[config.mk]
export PLATFORM = sky130hd
export DESIGN_NAME = multi_clock_gen
export DESIGN_NICKNAME = d
export VERILOG_FILES = /design/src/rtl/multi_clock_gen_pkg.sv /design/src/rtl/multi_clock_gen_ch.sv /design/src/rtl/multi_clock_gen.sv
export SDC_FILE = /design/constraint.sdc
export NUM_CORES = 1
export LEC_CHECK = 0
export CAP_MARGIN = 0
export CORE_ASPECT_RATIO = 0.6
export CORE_MARGIN = 2
export CORE_UTILIZATION = 32
export CTS_CLUSTER_SIZE = 25
export DETAILED_ROUTE_END_ITERATION = 10
export GPL_TIMING_DRIVEN = 0
export RECOVER_POWER = 25
export SYNTH_ARGS = -nofsm -noshare
export SYNTH_HDL_FRONTEND = slang
export SYNTH_HIERARCHICAL = 1
export SYNTH_SLANG_ARGS = --single-unit
[constraint.sdc]
create_clock -name clk -period 3.55 [get_ports clk]
set_input_delay 0.355 -clock clk [delete_from_list [all_inputs] [get_ports clk]]
set_output_delay 0.355 -clock clk [all_outputs]
set_load 0.02 [all_outputs]
[src/rtl/multi_clock_gen_pkg.sv]
// multi_clock_gen_pkg: shared channel FSM state type and reset-default
// channel configuration for the multi-channel clock generator.
package multi_clock_gen_pkg;

  typedef enum logic [1:0] {
    CH_IDLE  = 2'd0,
    CH_DELAY = 2'd1,
    CH_RUN   = 2'd2,
    CH_DRAIN = 2'd3
  } ch_state_e;

  // Per-channel configuration restored by reset
  localparam int DEF_PERIOD_INIT = 4;
  localparam int DEF_HIGH_INIT   = 2;
  localparam int DEF_PHASE_INIT  = 0;

endpackage

[src/rtl/multi_clock_gen_ch.sv]
// clk_gen_ch: one generated-clock channel. Holds a shadow and an active
// configuration, a start-delay counter and a period counter. The output is
// registered and derived from the period counter, so it lags the FSM by one
// cycle. Optional macro MULTI_CLOCK_GEN_ALIGN_EN adds the 'align' input.
module clk_gen_ch
  import multi_clock_gen_pkg::*;
#(
  parameter int CNT_W      = 16,
  parameter int DEF_PERIOD = DEF_PERIOD_INIT,
  parameter int DEF_HIGH   = DEF_HIGH_INIT,
  parameter int DEF_PHASE  = DEF_PHASE_INIT
) (
  input  logic             clk,
  input  logic             rst_n,
  input  logic             enable,
`ifdef MULTI_CLOCK_GEN_ALIGN_EN
  input  logic             align,
`endif
  input  logic             cfg_wr,
  input  logic [CNT_W-1:0] cfg_period,
  input  logic [CNT_W-1:0] cfg_high,
  input  logic [CNT_W-1:0] cfg_phase,
  output logic             clk_out,
  output logic             busy
);

  ch_state_e        state_q, state_d;
  logic [CNT_W-1:0] cnt_q, cnt_d;
  logic [CNT_W-1:0] dly_q, dly_d;
  logic [CNT_W-1:0] per_q, hi_q, ph_q;
  logic [CNT_W-1:0] shd_per_q, shd_hi_q, shd_ph_q;
  logic [CNT_W-1:0] shd_per_d, shd_hi_d, shd_ph_d;
  logic             load_act;
  logic             clk_q, clk_d;
  logic             wrap;

  assign wrap    = (cnt_q == (per_q - CNT_W'(1)));
  assign busy    = (state_q != CH_IDLE);
  assign clk_out = clk_q;

  // Shadow config as it will be after this edge, so loads see a same-cycle write
  always_comb begin
    shd_per_d = shd_per_q;
    shd_hi_d  = shd_hi_q;
    shd_ph_d  = shd_ph_q;
    if (cfg_wr) begin
      shd_per_d = cfg_period;
      shd_hi_d  = cfg_high;
      shd_ph_d  = cfg_phase;
    end
  end

  // Channel FSM next state, counters, active-config load and output level
  always_comb begin
    state_d  = state_q;
    cnt_d    = cnt_q;
    dly_d    = dly_q;
    load_act = 1'b0;
    clk_d    = ((state_q == CH_RUN) || (state_q == CH_DRAIN)) && (cnt_q < hi_q);
    case (state_q)
      CH_IDLE: begin
        load_act = 1'b1;
        cnt_d    = '0;
        dly_d    = '0;
        if (enable) begin
          if (shd_ph_d == '0) begin
            state_d = CH_RUN;
          end else begin
            state_d = CH_DELAY;
            dly_d   = shd_ph_d;
          end
        end
      end
      CH_DELAY: begin
        if (!enable) begin
          state_d = CH_IDLE;
          dly_d   = '0;
        end else if (dly_q <= CNT_W'(1)) begin
          state_d = CH_RUN;
          cnt_d   = '0;
          dly_d   = '0;
        end else begin
          dly_d = dly_q - CNT_W'(1);
        end
      end
      CH_RUN: begin
        if (wrap) begin
          cnt_d    = '0;
          load_act = 1'b1;
        end else begin
          cnt_d = cnt_q + CNT_W'(1);
        end
        if (!enable) begin
          state_d = wrap ? CH_IDLE : CH_DRAIN;
        end
      end
      CH_DRAIN: begin
        if (wrap) begin
          cnt_d    = '0;
          load_act = 1'b1;
        end else begin
          cnt_d = cnt_q + CNT_W'(1);
        end
        if (enable) begin
          state_d = CH_RUN;
        end else if (wrap) begin
          state_d = CH_IDLE;
        end
      end
      default: begin
        state_d = CH_IDLE;
        cnt_d   = '0;
        dly_d   = '0;
      end
    endcase
`ifdef MULTI_CLOCK_GEN_ALIGN_EN
    if (align) begin
      load_act = 1'b1;
      if ((state_q == CH_RUN) || (state_q == CH_DRAIN)) begin
        cnt_d = '0;
        if (shd_ph_d == '0) begin
          state_d = CH_RUN;
          dly_d   = '0;
        end else begin
          state_d = CH_DELAY;
          dly_d   = shd_ph_d;
        end
      end
    end
`endif
  end

  // State, counters, config registers and output flop; reset truncates at once
  always_ff @(posedge clk) begin
    if (!rst_n) begin
      state_q   <= CH_IDLE;
      cnt_q     <= '0;
      dly_q     <= '0;
      clk_q     <= 1'b0;
      per_q     <= CNT_W'(DEF_PERIOD);
      hi_q      <= CNT_W'(DEF_HIGH);
      ph_q      <= CNT_W'(DEF_PHASE);
      shd_per_q <= CNT_W'(DEF_PERIOD);
      shd_hi_q  <= CNT_W'(DEF_HIGH);
      shd_ph_q  <= CNT_W'(DEF_PHASE);
    end else begin
      state_q   <= state_d;
      cnt_q     <= cnt_d;
      dly_q     <= dly_d;
      clk_q     <= clk_d;
      shd_per_q <= shd_per_d;
      shd_hi_q  <= shd_hi_d;
      shd_ph_q  <= shd_ph_d;
      if (load_act) begin
        per_q <= shd_per_d;
        hi_q  <= shd_hi_d;
        ph_q  <= shd_ph_d;
      end
    end
  end

endmodule

[src/rtl/multi_clock_gen.sv]
// multi_clock_gen: NUM_CH independent programmable clock channels sharing
// one config write port. Invalid writes are dropped and flagged on cfg_err.
// Optional macro MULTI_CLOCK_GEN_ALIGN_EN adds the 'align' input, which
// restarts all running channels from their configured phase.
module multi_clock_gen
  import multi_clock_gen_pkg::*;
#(
  parameter int NUM_CH     = 4,
  parameter int CNT_W      = 16,
  parameter int DEF_PERIOD = DEF_PERIOD_INIT,
  parameter int DEF_HIGH   = DEF_HIGH_INIT,
  parameter int DEF_PHASE  = DEF_PHASE_INIT,
  localparam int CH_W      = (NUM_CH > 1) ? $clog2(NUM_CH) : 1
) (
  input  logic              clk,
  input  logic              rst_n,
  input  logic [NUM_CH-1:0] enable,
  input  logic              cfg_we,
  input  logic [CH_W-1:0]   cfg_ch,
  input  logic [CNT_W-1:0]  cfg_period,
  input  logic [CNT_W-1:0]  cfg_high,
  input  logic [CNT_W-1:0]  cfg_phase,
`ifdef MULTI_CLOCK_GEN_ALIGN_EN
  input  logic              align,
`endif
  output logic [NUM_CH-1:0] clk_out,
  output logic [NUM_CH-1:0] busy,
  output logic              cfg_err
);

  logic ch_ok;
  logic cfg_ok;
  logic cfg_err_q;

  // A write is legal only for an existing channel and a period of at least 2
  always_comb begin
    ch_ok = 1'b0;
    for (int i = 0; i < NUM_CH; i++) begin
      if (cfg_ch == CH_W'(i)) begin
        ch_ok = 1'b1;
      end
    end
    cfg_ok = ch_ok && (cfg_period >= CNT_W'(2));
  end

  // One-cycle error pulse for every rejected write strobe
  always_ff @(posedge clk) begin
    if (!rst_n) begin
      cfg_err_q <= 1'b0;
    end else begin
      cfg_err_q <= cfg_we && !cfg_ok;
    end
  end

  assign cfg_err = cfg_err_q;

  for (genvar gi = 0; gi < NUM_CH; gi++) begin : g_ch
    clk_gen_ch #(
      .CNT_W      (CNT_W),
      .DEF_PERIOD (DEF_PERIOD),
      .DEF_HIGH   (DEF_HIGH),
      .DEF_PHASE  (DEF_PHASE)
    ) u_ch (
      .clk        (clk),
      .rst_n      (rst_n),
      .enable     (enable[gi]),
`ifdef MULTI_CLOCK_GEN_ALIGN_EN
      .align      (align),
`endif
      .cfg_wr     (cfg_we && cfg_ok && (cfg_ch == CH_W'(gi))),
      .cfg_period (cfg_period),
      .cfg_high   (cfg_high),
      .cfg_phase  (cfg_phase),
      .clk_out    (clk_out[gi]),
      .busy       (busy[gi])
    );
  end

endmodule

## After elaboration in Yosys (flattened, before gate mapping)

Cells that the tools add are included.

| cells by class | value |
|---|---|
| $add $sub $neg | 12 |
| order comparisons | 9 |
| eq/ne operators | 43 |
| multiplexer cells | 96 |
| reductions and logical operators | 45 |

Operator list:

| operator | number |
|---|---|
| $mux W16 | 40 |
| $pmux W16 S3 | 4 |
| $pmux W16 S2 | 4 |
| $sub A16 B1 Y16 const B | 8 |
| $add A16 B1 Y16 const B | 4 |
| $eq A16 B16 Y1 | 4 |
| $le A16 B1 Y1 const B | 4 |
| $logic_not A16 Y1 | 4 |
| $lt A16 B16 Y1 | 4 |
| $mux W2 | 32 |
| $pmux W2 S4 | 4 |
| $ne A2 B2 Y1 const B | 12 |
| $ne A3 B2 Y1 const B | 8 |
| $eq A2 B2 Y1 const B | 10 |
| $ge A16 B2 Y1 const B | 1 |
| $reduce_and A4 Y1 | 4 |
| $reduce_bool A2 Y1 | 8 |
| $logic_and A1 B1 Y1 | 11 |
| $eq A2 B1 Y1 const B | 5 |
| $logic_not A2 Y1 | 5 |
| $mux W1 | 8 |
| $ne A2 B1 Y1 const B | 4 |
| $pmux W1 S2 | 4 |
| $reduce_and A2 Y1 | 4 |
| 3 further kinds | 9 |

| storage, ports and cells | value |
|---|---|
| flip-flop bits (word level) | 461 |
| bits of input ports | 57 |
| output and inout bits | 9 |

## Logic depth before layout (Yosys ltp)

Gate-level depths: netlist of the first run.

| depth | value |
|---|---|
| depth in word-level cells | 13 |
| mapped depth | 12 |
| gate-level depth less buffers | 10 |

## Hierarchy

The synthesis of the first run kept the hierarchy.

By module, submodules not included:

| module | instances | cells each | area each (um2) | seq. area each (um2) |
|---|---|---|---|---|
| clk_gen_ch (g_ch[0].u_ch ...) | 2 | 848 | 6,864.1 | 2,302.2 |
| clk_gen_ch (g_ch[2].u_ch) | 1 | 847 | 6,860.3 | 2,302.2 |
| clk_gen_ch (g_ch[3].u_ch) | 1 | 662 | 6,100.9 | 2,302.2 |
| multi_clock_gen | 1 | 13 | 102.6 | 20.0 |

## Worst setup path before layout of the first run

No wires, ideal clock.

| timing path | value |
|---|---|
| kind | register to register |
| start | register g_ch[3].u_ch.per_q[0] |
| end | register g_ch[3].u_ch.hi_q[10] |
| data arrival time | 2,711 ps |
| required time | 3,429 ps |
| slack | 718 ps |
| stages on the path, launching flop included | 12 |
| cell sequence | dfxtp_1 inv_1 ha_1 buf_2 o21ba_2 a221o_1 a2111oi_0 and4b_1 nand4_1 o21ai_2 buf_6 mux2_2 |

| on the way | value |
|---|---|
| word-level cells in the longest chain between the ends | 4 |

Ends and longest elaborated chain:

| element | line | text |
|---|---|---|
| from (decl) | multi_clock_gen_ch.sv:30 | `logic [CNT_W-1:0] per_q, hi_q, ph_q;` |
| from (signal assigned) | multi_clock_gen_ch.sv:140 | `per_q <= CNT_W'(DEF_PERIOD);` |
| from (signal assigned) | multi_clock_gen_ch.sv:155 | `per_q <= shd_per_d;` |
| $sub A16 B1 Y16 | multi_clock_gen_ch.sv:37 | `assign wrap = (cnt_q == (per_q - CNT_W'(1)));` |
| $eq A16 B16 Y1 | multi_clock_gen_ch.sv:37 |  |
| $mux W1 | multi_clock_gen_ch.sv:87, multi_clock_gen_ch.sv:98 |  |
| $pmux W1 S2 | multi_clock_gen_ch.sv:60 | `case (state_q)` |
| to (signal assigned) | multi_clock_gen_ch.sv:141 | `hi_q <= CNT_W'(DEF_HIGH);` |
| to (signal assigned) | multi_clock_gen_ch.sv:156 | `hi_q <= shd_hi_d;` |
| to (decl) | multi_clock_gen_ch.sv:30 |  |

No other way between the ends.
A chain may end at the register's enable or synchronous reset.

## Worst setup path in the final report of the first run

| timing path | value |
|---|---|
| start | input cfg_period[11] |
| end | register g_ch[0].u_ch.dly_q[6] |

| on the way | value |
|---|---|
| word-level cells in the longest chain between the ends | 9 |

Ends and longest elaborated chain:

| element | line | text |
|---|---|---|
| from (decl) | multi_clock_gen.sv:20 | `input logic [CNT_W-1:0] cfg_period,` |
| $ge A16 B2 Y1 * | multi_clock_gen.sv:43 | `cfg_ok = ch_ok && (cfg_period >= CNT_W'(2));` |
| $logic_and A1 B1 Y1 * | multi_clock_gen.sv:43 |  |
| $logic_and A1 B1 Y1 * (2 in a row) | multi_clock_gen.sv:70 | `.cfg_wr (cfg_we && cfg_ok && (cfg_ch == CH_W'(gi))),` |
| $mux W16 * | multi_clock_gen_ch.sv:46 | `if (cfg_wr) begin` |
| $logic_not A16 Y1 | multi_clock_gen_ch.sv:66 | `if (shd_ph_d == '0) begin` |
| $mux W16 * | multi_clock_gen_ch.sv:66 |  |
| $mux W16 * | multi_clock_gen_ch.sv:65 | `if (enable) begin` |
| $pmux W16 S2 * | multi_clock_gen_ch.sv:60 |  |
| to (signal assigned) | multi_clock_gen_ch.sv:149 | `dly_q <= dly_d;` |
| to (decl) | multi_clock_gen_ch.sv:29 | `logic [CNT_W-1:0] dly_q, dly_d;` |

Mark *: on every way between the ends. The rest lies on a longest branch, timed or not.

==> summary.txt, run 1 <==
Min path
  • Min-Delay Path Class: in -> reg
  • Worst hold path stage count: 3

Worst setup path
  • Critical Path Sink Type: register
  • CP max FO: 10
  • Worst path required time: between 4000 and 5000 ps
  • WS Path Type: in -> reg
  • CP arrival: 4010 ps
  • Register-to-Register Path Depth: 11
  • Startpoint Class: primary input

Placement
  • Final GP Congestion: a little over 0.9
  • Post-DP Area: 28900 sq um
  • Post-DP HPWL: between 60000 and 70000 um
  • Port Buffers: 65

Global route
  • Initial antenna violation count: 7
  • Vias in the first global route: around 23k
  • GRT Residual Overflow: 0
  • Largest net degree at the start of global routing: 16
  • GRT Util Overall: around a fifth
  • First-pass GRT wire length: 141000 um

Routing
  • Final wirelength: about 92000 um
  • DR vias: 25.5k
  • DR vias/cell: roughly 5.7
  • DR pass1 iterations: 6
  • DRC viols: 0
  • DR iter-0 viols: between 3k and 4k
  • Routed Antenna Nets: 0
  • Routed len/inst: between 20 and 25 um

Logic synthesis
  • Sequential element share of the synthesized area: between 30 and 40%
  • Mapped Cells: around 3.2k
  • Asr flop ratio synth: 0%
  • Synth Register Bits: around 460
  • Area contributors post-synth: dfxtp_1 34%, mux2i_1 7.4%, nor2_1 5.3%
  • Most common flop cell mapped by yosys: dfxtp_1
  • Synth cell types: 83
  • Count leader, synth: dfxtp_1
  • Cell Area, Synth: between 20000 and 30000 sq um
  • Yosys top cell area share: about a third
  • Yosys warnings: 6
  • Cell taking the most area after synthesis: dfxtp_1
  • Synthesized area per cell: 8.33 sq um
  • Syn_nets: around 3.4k
  • List of most frequent post-synthesis cells: 461 x dfxtp_1, 380 x nor2_1, 199 x mux2i_1
  • Number of synthesized flops with an enable pin: 0

Finish
  • Area delta synth->final: 13.2%
  • Fin area: about 30000 sq um
  • # fillers: 8571
  • N_diodes: 0
  • Final nets: roughly 3.5k
  • Final core occ: a little over a third
  • Share of cells above drive strength 1: under 10%

Timing
  • Final setup fails: 0
  • Slew Limit Fails: 0
  • RSZ-0062 raised after global routing: no
  • Final period util: between 90 and 100%
  • Fmax: about 0.29 GHz
  • Period minus WS final: between 3000 and 4000 ps
  • Slew HR: around 10%
  • Least-Margin Pin Slew: 1340 ps
  • Worst hold margin: about 440 ps
  • Hold violation count in the final report: 0
  • Worst Skew: 16.8 ps

Clock tree
  • TritonCTS Buffers: 43
  • CTS tree: built
  • # H-tree levels: 2
  • Root Buffer: clkbuf_16
  • CTS Buffer Depth: 3
  • Clk sinks: 461
  • Clock-pin slew on the worst setup and hold paths: ~70 ps
  • Cts hold-fix bufs: 0
  • Worst skew pair latency: 590 ps

Run
  • MaxCap Viol Count: 0

Floorplanning
  • Die Height: approximately 230 um
  • Die Area: between 80000 and 90000 sq um
  • Initial Utilization: 32.2%
  • Die X: ~380 um
  • Num ports: 66
  • Core Region: approximately 83000 sq um
  • Row count: 82

Run status
  • Status: finished clean

Power
  • Pwr dens: 463 nW/um^2
  • Worst VDD drop: between 300 and 400 uV
  • Overall Power: ~14 mW
  • Leak Pwr: approximately 11 nW
[per-stage QoR]
stage          cells  setup WS, ps  setup TNS [ps]
6_report        4495          55.4               0
3_3_place_gp    4417         -1430         -222130
2_1_floorplan   3218           718               0
5_1_grt         4495          6.53               0
4_1_cts         4492          71.4               0
3_5_place_dp    4417         -1370         -225780
[layer usage]
layer | track usage, % | up-vias | share of wire (%)
met2 | 25.3 | 1055 | 36
met5 | 0 | - | 0.022
met4 | 3.29 | 2 | 1.2
met1 | 33.7 | 12300 | 51
li1 | - | 12000 | -
met3 | 6.43 | 79 | 11
[registers in the layout, indices dropped and copies added, names as in the netlist]
register / count
cfg_err: 1
g_ch.u_ch/clk_out: 4
g_ch.u_ch/cnt_q: 64
g_ch.u_ch/dly_q: 64
g_ch.u_ch/hi_q: 64
g_ch.u_ch/per_q: 64
g_ch.u_ch/shd_hi_q: 64
g_ch.u_ch/shd_per_q: 64
g_ch.u_ch/shd_ph_q: 64
g_ch.u_ch/state_q: 8
[kinds of logic after synthesis]
group	Yosys count	synth area share [%]
buffers and inverters	348	5.70
XOR/XNOR	106	3.47
flip-flops	461	34.4
adder cells (fa/ha/maj)	76	3.55
AO/OA/AOI/OAI	749	19.6
AND/OR/NAND/NOR	1240	24.1
multiplexers	238	9.12
[power by group]
part	internal, mW	switching [mW]
combinational	1.14	2.29
clock	2.74	2.23
sequential	5.43	0.218
[cell type report]
type / instances / area, sq um / area share (%)
inverters: 98 / 368 / 1.21
clock buffers: 57 / 1230 / 4.06
flip-flops and latches: 461 / 9230 / 30.4
clock inverters: 19 / 210 / 0.693
well taps: 1134 / 1420 / 4.68
multi-input cells: 2409 / 16100 / 52.9
repair buffers: 68 / 654 / 2.16
plain buffers: 249 / 1170 / 3.86
[layout by cell type, fill, tap and decap left out, types with 23 or more instances in the layout]
master,count
nor4_1,45
nor2b_1,61
xor2_1,41
nand3_1,179
clkbuf_16,45
o22ai_1,27
nor3_1,48
dfxtp_1,461
and3_1,29
nand4_1,133
nor2_1,378
o211ai_1,104
mux2_2,29
xnor2_1,65
nand2_1,138
buf_2,42
inv_1,93
nand2b_1,25
o21ai_0,89
ha_1,76
a21o_1,23
or3_1,40
mux2i_1,199
clkdlybuf4s50_1,44
and2_1,47
a21oi_1,168
clkbuf_1,164
o21a_1,108
[final timing paths]
path,end,from,slack [ps]
max,g_ch[0].u_ch/dly_q[6],cfg_period[11],60
min,cfg_err,cfg_we,440
max reg2reg,g_ch[3].u_ch/hi_q[7],g_ch[3].u_ch/per_q[0],180
min reg2reg,g_ch[2].u_ch/dly_q[11],g_ch[2].u_ch/dly_q[11],480
[critical path, cell delays in order]
cell           delay [ps]
dlygate4sd2_1         740
nor4_1                110
nand4_1               360
and3_1                470
clkbuf_1              330
buf_2                 360
nor4_1                110
nand4_1               100
a21oi_1               140
or2_2                 350
or3_1                 380
a31oi_1               190
[what timing repair did]
item                                    4_1_cts  5_1_grt
endpoints found under the hold margin         0        0
pin swaps                                     0        0
gates resized for setup                      28        8
buffers inserted                              0        3
endpoints found under the setup margin      190       55
No activity file was read; power rests on OpenSTA's default activity.
==> inputs of run 2 (changes only) <==
CTS_CLUSTER_SIZE = 10   (was 25)
GPL_ROUTABILITY_DRIVEN = 1   (was not set)
TNS_END_PERCENT = 1   (was not set)
==> summary.txt, run 2 (synthesis results as in run 1) <==
Clock tree
  • CTS Buffer Depth: 3 (unchanged)
  • Worst skew pair latency: 600 ps (was 590 ps)
  • Root Buffer: clkbuf_16 (unchanged)
  • CTS tree: built (unchanged)
  • Cts hold-fix bufs: 0 (unchanged)
  • Clock-pin slew on the worst setup and hold paths: 60 ps (was 70 ps)
  • TritonCTS Buffers: 52 (was 43)
  • Clk sinks: 461 (unchanged)
  • # H-tree levels: 2 (unchanged)

Worst setup path
  • R2r setup slk: 160 ps (was 180 ps)
  • Register-to-Register Path Depth: 11 (unchanged)
  • Startpoint Class: primary input (unchanged)
  • Critical Path Sink: g_ch[1].u_ch/cnt_q[11] (was g_ch[0].u_ch/dly_q[6])
  • WS Path Type: in -> reg (unchanged)
  • CP startpoint: rst_n (was cfg_period[11])
  • Worst path required time: 4050 ps (was 4060 ps)
  • CP max FO: 12 (was 10)
  • Worst r2r src: g_ch[3].u_ch/per_q[0] (unchanged)
  • CP arrival: 4020 ps (was 4010 ps)
  • Critical Path Sink Type: register (unchanged)
  • Reg-to-Reg End: g_ch[3].u_ch/hi_q[7] (unchanged)

Floorplanning
  • Die Height: 228 um (unchanged)
  • Initial Utilization: 32.2% (unchanged)
  • Row count: 82 (unchanged)
  • Die Area: 86100 sq um (unchanged)
  • Num ports: 66 (unchanged)
  • Die X: 378 um (unchanged)
  • Core Region: 83200 sq um (unchanged)

Finish
  • Area delta synth->final: 13.1% (was 13.2%)
  • FF+latch area: 9230 sq um (unchanged)
  • # fillers: 8568 (was 8571)
  • Commonest cells after routing, fill and taps aside: 461 x dfxtp_1, 378 x nor2_1, 199 x mux2i_1 (unchanged)
  • Area of the multi-input gates: 16100 sq um (about the same)
  • Commonest non-fill, non-tap cell in the layout: dfxtp_1 (unchanged)
  • Fin area: 30300 sq um (about the same)
  • Final nets: 3471 (was 3463)
  • Share of cells above drive strength 1: 7.45% (was 7.77%)
  • N_diodes: 0 (unchanged)

Timing
  • RSZ-0062 raised after global routing: no (unchanged)
  • Worst hold margin: 408 ps (was 437 ps)
  • Slew Limit Fails: 0 (unchanged)
  • Final setup fails: 0 (unchanged)
  • Slew HR: 6.38% (was 10.2%)
  • Fmax: 0.284 GHz (was 0.286 GHz)
  • Setup ws final: 25.3 ps (was 55.4 ps)
  • Period minus WS final: 3520 ps (was 3490 ps)
  • Worst Skew: 15.5 ps (was 16.8 ps)
  • Hold violation count in the final report: 0 (unchanged)
  • Least-Margin Pin Slew: 1390 ps (was 1340 ps)
  • Final period util: 99.3% (was 98.4%)

Routing
  • DR vias/cell: 5.65 (was 5.66)
  • Routed Antenna Nets: 0 (unchanged)
  • DR pass1 iterations: 5 (was 6)
  • Final wirelength: 91500 um (was 91700 um)
  • DRC viols: 0 (unchanged)
  • Routed len/inst: 20.4 um (about the same)
  • DR vias: 25.3k (was 25.5k)
  • DR iter-0 viols: 2725 (was 3011)

Placement
  • Post-DP Area: 28900 sq um (unchanged)
  • Final GP Congestion: 0.929 (unchanged)
  • Post-DP HPWL: 68200 um (unchanged)
  • Pre-CTS setup slack: -1370 ps (unchanged)
  • Port Buffers: 65 (unchanged)

Run
  • MaxCap Viol Count: 0 (unchanged)

Global route
  • First-pass GRT wire length: 141000 um (about the same)
  • GRT Util Overall: 20.6% (about the same)
  • Vias in the first global route: 23.1k (was 23.0k)
  • Initial antenna violation count: 8 (was 7)
  • Largest net degree at the start of global routing: 14 (was 16)
  • GRT Residual Overflow: 0 (unchanged)

Power
  • Pwr dens: 459 nW/um^2 (was 463 nW/um^2)
  • Overall Power: 13.9 mW (was 14.0 mW)
  • Worst VDD drop: 363 uV (was 391 uV)
  • Leak Pwr: 11.0 nW (about the same)

Run status
  • Status: finished clean (unchanged)

Min path
  • Min-Delay Path Class: in -> reg (unchanged)
-- run 2: routing by layer --
layer / routed length, um / global-route usage (%) / up-vias / share of wire [%]
li1: - / - / 12000 / -
met1: 46400 / 33.4 / 12100 / 51
met2: 33100 / 25.4 / 1134 / 36
met3: 10900 / 6.87 / 90 / 12
met4: 987 / 3.03 / 4 / 1.1
met5: 176 / 0 / - / 0.19
-- run 2: worst min path at each step --
stage | end | depth (start not counted) | from
global placement | g_ch[3].u_ch/shd_hi_q[1] | 2 | g_ch[3].u_ch/shd_hi_q[1]
global route | cfg_err | 3 | cfg_we
CTS | cfg_err | 3 | cfg_we
finish | cfg_err | 3 | cfg_we
detailed placement | g_ch[3].u_ch/shd_hi_q[1] | 2 | g_ch[3].u_ch/shd_hi_q[1]
floorplan | g_ch[3].u_ch/shd_hi_q[1] | 2 | g_ch[3].u_ch/shd_hi_q[1]
-- run 2: per-stage QoR --
step,setup TNS (ps),utilization [%],std cells
finish,0,36.4,4478
CTS,-42.1,36.4,4476
global route,0,36.4,4478
floorplan,0,-,3218
detailed placement,-225780,34.7,4417
global placement,-222130,34.7,4417
-- run 2: final cells by class --
class	count	area share [%]
flip-flops and latches	461	30.5
clock buffers	58	4.51
clock inverters	2	0.0784
multi-input cells	2409	53.0
plain buffers	249	3.87
inverters	98	1.21
repair buffers	67	2.18
well taps	1134	4.68
-- run 2: where the power goes --
group	total, mW	internal [mW]	switching [mW]
clock	4.84	2.67	2.17
combinational	3.43	1.14	2.29
sequential	5.65	5.44	0.218
-- run 2: repair_timing --
item | CTS | global route
resized for setup | 24 | 12
setup endpoints to repair | 182 | 123
setup buffers | 0 | 2
-- run 2: critical path, cell delays in order --
cell and delay, ps:
clkdlybuf4s50_1 1270, clkbuf_1 290, inv_2 180, a311oi_1 1120
clkbuf_1 500, a32oi_1 100, o21a_1 150, o41ai_2 50
